===== src/rtl/led_step_scheduler.sv =====
// Run/pause/speed/direction sequencer for the LED chaser: walks a one-hot
// position through the LED vector and counts laps up to an optional limit.
module led_step_scheduler #(
    parameter int WIDTH    = 24,
    parameter int TICK_DIV = 50_000_000
) (
    input  logic             CLK,
    input  logic             RST,
    input  logic             start_evt,
    input  logic             clear_evt,
    input  logic             speed_up_evt,
    input  logic             speed_dn_evt,
    input  logic             dir_evt,
    input  logic [7:0]       laps_target,
    output logic [WIDTH-1:0] led,
    output logic             running,
    output logic [1:0]       speed,
    output logic             dir,
    output logic [7:0]       lap_count,
    output logic             lap_done,
    output logic             finished
);

    localparam int               PW       = $clog2(TICK_DIV);
    localparam logic [WIDTH-1:0] LED_HOME = WIDTH'(1);

    typedef enum logic [1:0] {
        S_IDLE,
        S_RUN,
        S_PAUSE,
        S_DONE
    } state_e;

    state_e           state_q, state_d;
    logic [WIDTH-1:0] led_q, led_d;
    logic [PW-1:0]    presc_q, presc_d;
    logic [1:0]       speed_q, speed_d;
    logic             dir_q, dir_d;
    logic [7:0]       lap_q, lap_d;
    logic [7:0]       target_q, target_d;
    logic             lap_done_q, lap_done_d;
    logic             finished_q, finished_d;
    logic             running_q, running_d;

    logic [PW-1:0]    limit;
    logic             step_due;
    logic             spd_inc;
    logic             spd_dec;
    logic             wrap;
    logic [7:0]       lap_inc;
    logic [WIDTH-1:0] led_rot;

    // Step limit halves with each speed level.
    always_comb begin
        limit    = PW'((TICK_DIV >> speed_q) - 1);
        step_due = (state_q == S_RUN) && (presc_q == limit);
        spd_inc  = speed_up_evt && !speed_dn_evt && (speed_q != 2'd3);
        spd_dec  = speed_dn_evt && !speed_up_evt && (speed_q != 2'd0);
        wrap     = dir_q ? led_q[0] : led_q[WIDTH-1];
        lap_inc  = lap_q + 8'd1;
        led_rot  = dir_q ? {led_q[0], led_q[WIDTH-1:1]}
                         : {led_q[WIDTH-2:0], led_q[WIDTH-1]};
    end

    always_comb begin
        // NOTE: every _d gets a default first so no path can infer a latch.
        state_d    = state_q;
        led_d      = led_q;
        presc_d    = presc_q;
        speed_d    = speed_q;
        dir_d      = dir_q;
        lap_d      = lap_q;
        target_d   = target_q;
        lap_done_d = 1'b0;
        finished_d = 1'b0;

        if (clear_evt) begin
            state_d = S_IDLE;
            led_d   = LED_HOME;
            presc_d = '0;
            lap_d   = '0;
        end else if (start_evt) begin
            case (state_q)
                S_IDLE: begin
                    state_d  = S_RUN;
                    presc_d  = '0;
                    lap_d    = '0;
                    target_d = laps_target;
                end
                S_RUN:   state_d = S_PAUSE;
                S_PAUSE: state_d = S_RUN;
                S_DONE: begin
                    state_d = S_IDLE;
                    led_d   = LED_HOME;
                    lap_d   = '0;
                end
                default: state_d = S_IDLE;
            endcase
        end else begin
            if (spd_inc) speed_d = speed_q + 2'd1;
            if (spd_dec) speed_d = speed_q - 2'd1;
            if (dir_evt) dir_d = ~dir_q;

            // An effective speed change restarts the step period.
            if (spd_inc || spd_dec || step_due) begin
                presc_d = '0;
            end else if (state_q == S_RUN) begin
                presc_d = presc_q + PW'(1);
            end

            if (step_due) begin
                led_d = led_rot;
                if (wrap) begin
                    lap_done_d = 1'b1;
                    lap_d      = lap_inc;
                    if ((target_q != 8'd0) && (lap_inc == target_q)) begin
                        state_d    = S_DONE;
                        led_d      = '1;
                        finished_d = 1'b1;
                    end
                end
            end
        end

        running_d = (state_d == S_RUN);
    end

    always_ff @(posedge CLK or posedge RST) begin
        if (RST) begin
            state_q    <= S_IDLE;
            led_q      <= LED_HOME;
            presc_q    <= '0;
            speed_q    <= '0;
            dir_q      <= 1'b0;
            lap_q      <= '0;
            target_q   <= '0;
            lap_done_q <= 1'b0;
            finished_q <= 1'b0;
            running_q  <= 1'b0;
        end else begin
            // NOTE: non-blocking assignments so every register updates together on the edge.
            state_q    <= state_d;
            led_q      <= led_d;
            presc_q    <= presc_d;
            speed_q    <= speed_d;
            dir_q      <= dir_d;
            lap_q      <= lap_d;
            target_q   <= target_d;
            lap_done_q <= lap_done_d;
            finished_q <= finished_d;
            running_q  <= running_d;
        end
    end

    assign led       = led_q;
    assign running   = running_q;
    assign speed     = speed_q;
    assign dir       = dir_q;
    assign lap_count = lap_q;
    assign lap_done  = lap_done_q;
    assign finished  = finished_q;

endmodule


===== config.mk =====
export PLATFORM = sky130hd
export DESIGN_NAME = led_step_scheduler
export DESIGN_NICKNAME = d
export VERILOG_FILES = /design/src/rtl/led_step_scheduler.sv
export SDC_FILE = /design/constraint.sdc
export NUM_CORES = 1
export LEC_CHECK = 0
export CORE_MARGIN = 2
export CORE_UTILIZATION = 38
export CTS_CLUSTER_SIZE = 24
export DETAILED_ROUTE_END_ITERATION = 10
export PLACE_DENSITY_LB_ADDON = 0.2
export RECOVER_POWER = 50
export SYNTH_ARGS = -nofsm -noshare
export SYNTH_HDL_FRONTEND = slang
export SYNTH_SLANG_ARGS = --single-unit

===== constraint.sdc =====
create_clock -name CLK -period 3.3 [get_ports CLK]
set_input_delay 0.33 -clock CLK [delete_from_list [all_inputs] [get_ports CLK]]
set_output_delay 0.33 -clock CLK [all_outputs]
set_load 0.02 [all_outputs]

## Word-level counts from Yosys, hierarchy flattened

Index checks and enable logic that the tools add are counted.

- Add/sub/neg operators: 5
- Equality and inequality tests: 10
- Shifts and indexed selects: 1
- Muxes and demuxes: 35
- Bitwise logic cells: 3
- Reduce and logical (&&, ||, !) cells: 25

Operators by type and width:

| operator | number |
|---|---|
| $mux W24 | 7 |
| $mux W26 | 5 |
| $mux W8 | 5 |
| $add A26 B1 Y26 const B | 1 |
| $eq A26 B26 Y1 | 1 |
| $shr A26 B2 Y26 const A | 1 |
| $sub A26 B2 Y26 const B | 1 |
| $mux W2 | 7 |
| $reduce_and A3 Y1 | 4 |
| $mux W1 | 10 |
| $add A8 B1 Y8 const B | 1 |
| $eq A8 B8 Y1 | 1 |
| $reduce_bool A8 Y1 | 1 |
| $logic_and A1 B1 Y1 | 6 |
| $ne A3 B1 Y1 const B | 2 |
| $pmux W2 S3 | 1 |
| $reduce_bool A3 Y1 | 2 |
| $eq A2 B1 Y1 const B | 2 |
| $eq A2 B2 Y1 const B | 2 |
| $reduce_and A2 Y1 | 2 |
| $reduce_bool A2 Y1 | 2 |
| $reduce_bool A4 Y1 | 1 |
| $reduce_or A2 Y1 | 2 |
| $ne A3 B2 Y1 const B | 1 |
| other kinds (7) | 11 |

- Flip-flop bits (word level): 74
- Logic and storage cells: 89

## Depth between registers and ports, before layout

- Depth in word-level cells: 9
- Depth in mapped cells: 11

## Least setup slack after synthesis

OpenSTA, ideal clock, no wires.

- Path type: register to register
- Start: register speed_q[0], in the netlist speed[0]
- End: register lap_q[0], in the netlist lap_count[0]
- Setup time: 125 ps
- Arrival: 2601 ps
- Path slack: 574 ps
- Cell stages (with the launch flop): 11
- Period minus slack after synthesis: 2726 ps
- Cells stage by stage: dfrtp_1 -> buf_4 -> and2_1 -> inv_1 -> ha_1 -> xor2_1 -> nand3_1 -> a2111oi_4 -> nand3_4 -> o31a_1 -> mux2_2

- Longest elaborated chain between the ends: 6

RTL lines:

| what | line | source |
|---|---|---|
| start: declaration | 37 | `logic [1:0] speed_q, speed_d;` |
| start signal: assignment | 145 | `speed_q <= speed_d;` |
| $shr A26 B2 Y26 | 55 | `limit = PW'((TICK_DIV >> speed_q) - 1);` |
| $sub A26 B2 Y26 | 55 |  |
| $eq A26 B26 Y1 | 56 | `step_due = (state_q == S_RUN) && (presc_q == limit);` |
| $logic_and A1 B1 Y1 | 56 |  |
| $reduce_bool A3 Y1 (no line) | -- |  |
| $reduce_and A3 Y1 (no line) | -- |  |
| end signal: assignment | 147 | `lap_q <= lap_d;` |
| end: declaration | 39 | `logic [7:0] lap_q, lap_d;` |

Every way passes these cells.
A chain may end at the register's enable or synchronous reset.

## Worst setup path after layout

- Start: register speed_q[1], in the netlist speed[1]
- End: register led_q[3], in the netlist led[3]

- Longest elaborated chain between the ends: 6

RTL lines:

| what | line | source |
|---|---|---|
| $shr A26 B2 Y26 | 55 |  |
| $sub A26 B2 Y26 | 55 |  |
| $eq A26 B26 Y1 | 56 |  |
| $logic_and A1 B1 Y1 | 56 |  |
| $reduce_bool A3 Y1 (no line) | -- |  |
| $reduce_and A2 Y1 (no line) | -- |  |
| end signal: assignment | 143 | `led_q <= led_d;` |
| end: declaration | 35 | `logic [WIDTH-1:0] led_q, led_d;` |

Every way passes these cells.

==> summary.txt <==
Clock tree
  • Setup Buffers After CTS: 0
  • CTS Buf Count: 9
  • Clk_lat worst skew: 340 ps
  • CTS Root Cell: clkbuf_16
  • CTS clk-pin slew, worst paths: 60 ps
  • Clock buffer depth: 2
  • Hold_buf cts: 0
  • Post_cts resized: 0
  • Clock tree from TritonCTS: done
  • Clk sink count: 74
  • H-tree Lvls: 3

Worst setup path
  • Worst Reg-to-Reg Cells: 9
  • Critical path launch point type: flop
  • Levels on crit path: 9
  • Worst r2r src: speed[1]
  • R2r endpoint: led[3]
  • Crit. Startpoint: speed[1]
  • Crit path capture: led[3]
  • Crit path buf inv count: 1
  • Slowest CP cell: o21a_1
  • Worst R2R Setup Slack: 410 ps
  • Critical path arrival: 3110 ps
  • CP required: 3530 ps
  • Largest stage delay, worst path: 520 ps
  • Crit path kind: reg2reg
  • Critical-path cell list: and2_1 -> inv_1 -> ha_1 -> xor2_1 -> nand3_1 -> a2111oi_4 -> nand3_4 -> o21a_1 -> a21o_1
  • CP top delay family: compound AO/OA/AOI/OAI gates
  • Critical Path End Type: flop
  • CP Max Fanout: 24

Floorplanning
  • Core box area: 11400 µm²
  • Initial Utilization: 38.8%
  • Io pins: 53
  • FP Rows: 39
  • Die Span Y: 112 µm
  • Die W: 112 µm
  • Die ar.: 12500 µm²

Synth
  • YS warnings: 0
  • Mapped Nets: 468
  • Post-synthesis sequential area ratio: 42.0%
  • EDFF count, synth: 0
  • Yosys cell types: 75
  • Post-Syn Area per Cell: 9.91 µm²
  • Share of synthesized flip-flops with an asynchronous set or reset: 100%
  • Synth Instances: 445
  • Ys flop type: dfrtp_1
  • Post-Syn Area: 4410 µm²
  • Synth Register Bits: 74

Route
  • Vias/cell: 5.51
  • Final WL: 10500 µm
  • WL per Instance: 16.4 µm
  • Initial DRT Pass Iterations: 4
  • Total number of vias: 3540
  • DRC: 0
  • Antenna-violating nets left: 0
  • DRT iter0 DRCs: 193

Timing
  • Slew Viols, Final: 0
  • Tightest Pin Transition: 1290 ps
  • Final Worst Setup Slack: 414 ps
  • Worst Skew: 11.5 ps
  • Setup violations, final: 0
  • Relative slew slack: 13.6%
  • Fin crit share: 87.5%
  • Min Hold Slack: 515 ps
  • Setup TNS: 0 ps
  • RSZ-0062 raised after global routing: no
  • Fmax: 347 MHz
  • Final Hold Vio Count: 0
  • Final min period: 2890 ps

Run status
  • Status: complete, no violations

Cells and area
  • Nets: 517
  • Area grow syn2layout: 21.3%
  • Fill count: 1098
  • Diode count: 0
  • Share of cells above drive strength 1: 11.6%

Job
  • Max Cap Viol: 0

Global routing
  • Largest net degree at the start of global routing: 42
  • First-pass GRT wire length: 17600 µm
  • GR Util All Layers: 17.5%
  • Antenna violations before repair: 0
  • Grt ovf: 0
  • Vias in the first global route: 3391

Power
  • Logic pwr share: 21.5%
  • Sw power: 0.772 mW
  • Cell internal pwr: 1.79 mW
  • Clk pwr share: 38.8%
  • Leakage dissipation: 2.42 nW
  • Pwr dens: 479 nW/µm²
  • Worst VDD drop: 0.241 mV
  • Sw Ratio: 30.1%
  • Reg power frac: 39.7%

Placed design
  • IO buf count: 52
  • GPL Wtd Cong: 0.844
  • HPWL after DPL: 7540 µm
  • Worst slack, placed: 428 ps

Worst hold path
  • Worst hold-check path type: reg2reg
## worst min path at each step
stage,cells after the start,endpoint,start
floorplan,1,speed[0],speed_dn_evt
global placement,2,led[0],led[0]
detailed placement,2,led[0],led[0]
CTS,2,led[1],RST
global route,2,led[0],led[0]
finish,2,led[0],led[0]
## per-stage QoR
| step | std cells | instance area [µm²] | total power [mW] | utilization, % |
|---|---|---|---|---|
| 6_report | 642 | 5350 | 2.56 | 47.1 |
| 2_1_floorplan | 445 | 4410 | 1.46 | - |
| 4_1_cts | 642 | 5370 | 2.60 | 47.2 |
| 5_1_grt | 642 | 5350 | 2.69 | 47.1 |
| 3_3_place_gp | 626 | 5060 | 1.58 | 44.5 |
| 3_5_place_dp | 626 | 5060 | 1.59 | 44.5 |
## sequential cells by signal, indices dropped and copies added, names as in the netlist
register	cells
presc_q	26
led	24
lap_count	8
target_q	8
speed	2
state_q	2
dir	1
finished	1
lap_done	1
running	1
## layer usage
layer,share of wire (%),up-vias,track usage (%)
li1,-,1713,-
met1,47,1746,24.1
met2,48,69,28.0
met3,3.6,12,3.38
met4,1.4,0,5.51
met5,0,-,0
## cell usage in the layout (no fill, tap or decap), types with 5 or more instances in the layout
cell / Yosys / layout
a21o_1: 24 / 24
a21o_2: 6 / 6
a21oi_1: 35 / 35
buf_4: 1 / 8
clkbuf_16: 0 / 9
clkdlybuf4s50_1: 0 / 38
dfrtp_1: 73 / 73
dlygate4sd3_1: 0 / 14
ha_1: 8 / 8
inv_1: 15 / 15
mux2_2: 10 / 10
mux2i_1: 25 / 25
nand2_1: 25 / 25
nand2b_1: 5 / 5
nand3_1: 16 / 16
nand4_1: 10 / 10
nor2_1: 37 / 37
nor3_1: 10 / 10
o21ai_0: 8 / 8
xnor2_1: 17 / 17
xor2_1: 20 / 20
## cell usage after synthesis (all sizes together), types with 3 or more instances
master	count	area [µm²]
nor2	37	139
nor4	4	40.0
a31o	3	26.3
nand3b	3	22.5
buf	14	90.1
o21ai	8	40.0
nand2	25	93.8
and3	5	32.5
nor3	10	50.1
nand4	10	62.6
a21o	30	233
dfrtp	73	1830
clkbuf	9	35.0
mux2i	25	250
inv	15	56.3
xnor2	17	149
or3	3	18.8
ha	8	100
a21oi	35	175
a211oi	4	30.0
a22o	4	36.3
a2111oi	4	73.8
nor2b	4	25.0
xor2	20	175
and2	3	20.0
nand2b	5	31.3
mux2	10	113
nand3	17	97.6
## final cells by class
| type | instances | area (µm²) | share of cell area (%) |
|---|---|---|---|
| repair buffers | 61 | 586 | 10.9 |
| clock inverters | 7 | 76.3 | 1.43 |
| flip-flops and latches | 74 | 1850 | 34.6 |
| multi-input cells | 333 | 2370 | 44.4 |
| clock buffers | 9 | 225 | 4.21 |
| inverters | 15 | 56.3 | 1.05 |
| well taps | 143 | 179 | 3.34 |
## worst reg2reg max path, cell delays in order (launching register included)
cell and delay [ps]:
dfrtp_1 460, and2_1 230, inv_1 70, ha_1 300
xor2_1 130, nand3_1 130, a2111oi_4 450, nand3_4 170
o21a_1 520, a21o_1 310
## kinds of logic after synthesis
kind of cell / count (synthesis) / share of synthesized area, %
simple gates: 140 / 17.0
compound gates: 113 / 19.0
flops: 74 / 42.0
buf+inv: 38 / 4.11
xor+xnor: 37 / 7.35
mux: 35 / 8.23
fa+ha+maj: 8 / 2.27
## power groups by stage
| stage | Clock (mW) | Combinational (mW) | Sequential [mW] |
|---|---|---|---|
| after floorplan | 0 | 0.448 | 1.01 |
| after global placement | 0 | 0.547 | 1.03 |
| after detailed placement | 0 | 0.555 | 1.03 |
| after CTS | 1.02 | 0.560 | 1.02 |
| after global routing | 1.06 | 0.602 | 1.03 |
| final | 0.993 | 0.551 | 1.02 |
No activity file was read; power rests on OpenSTA's default activity.
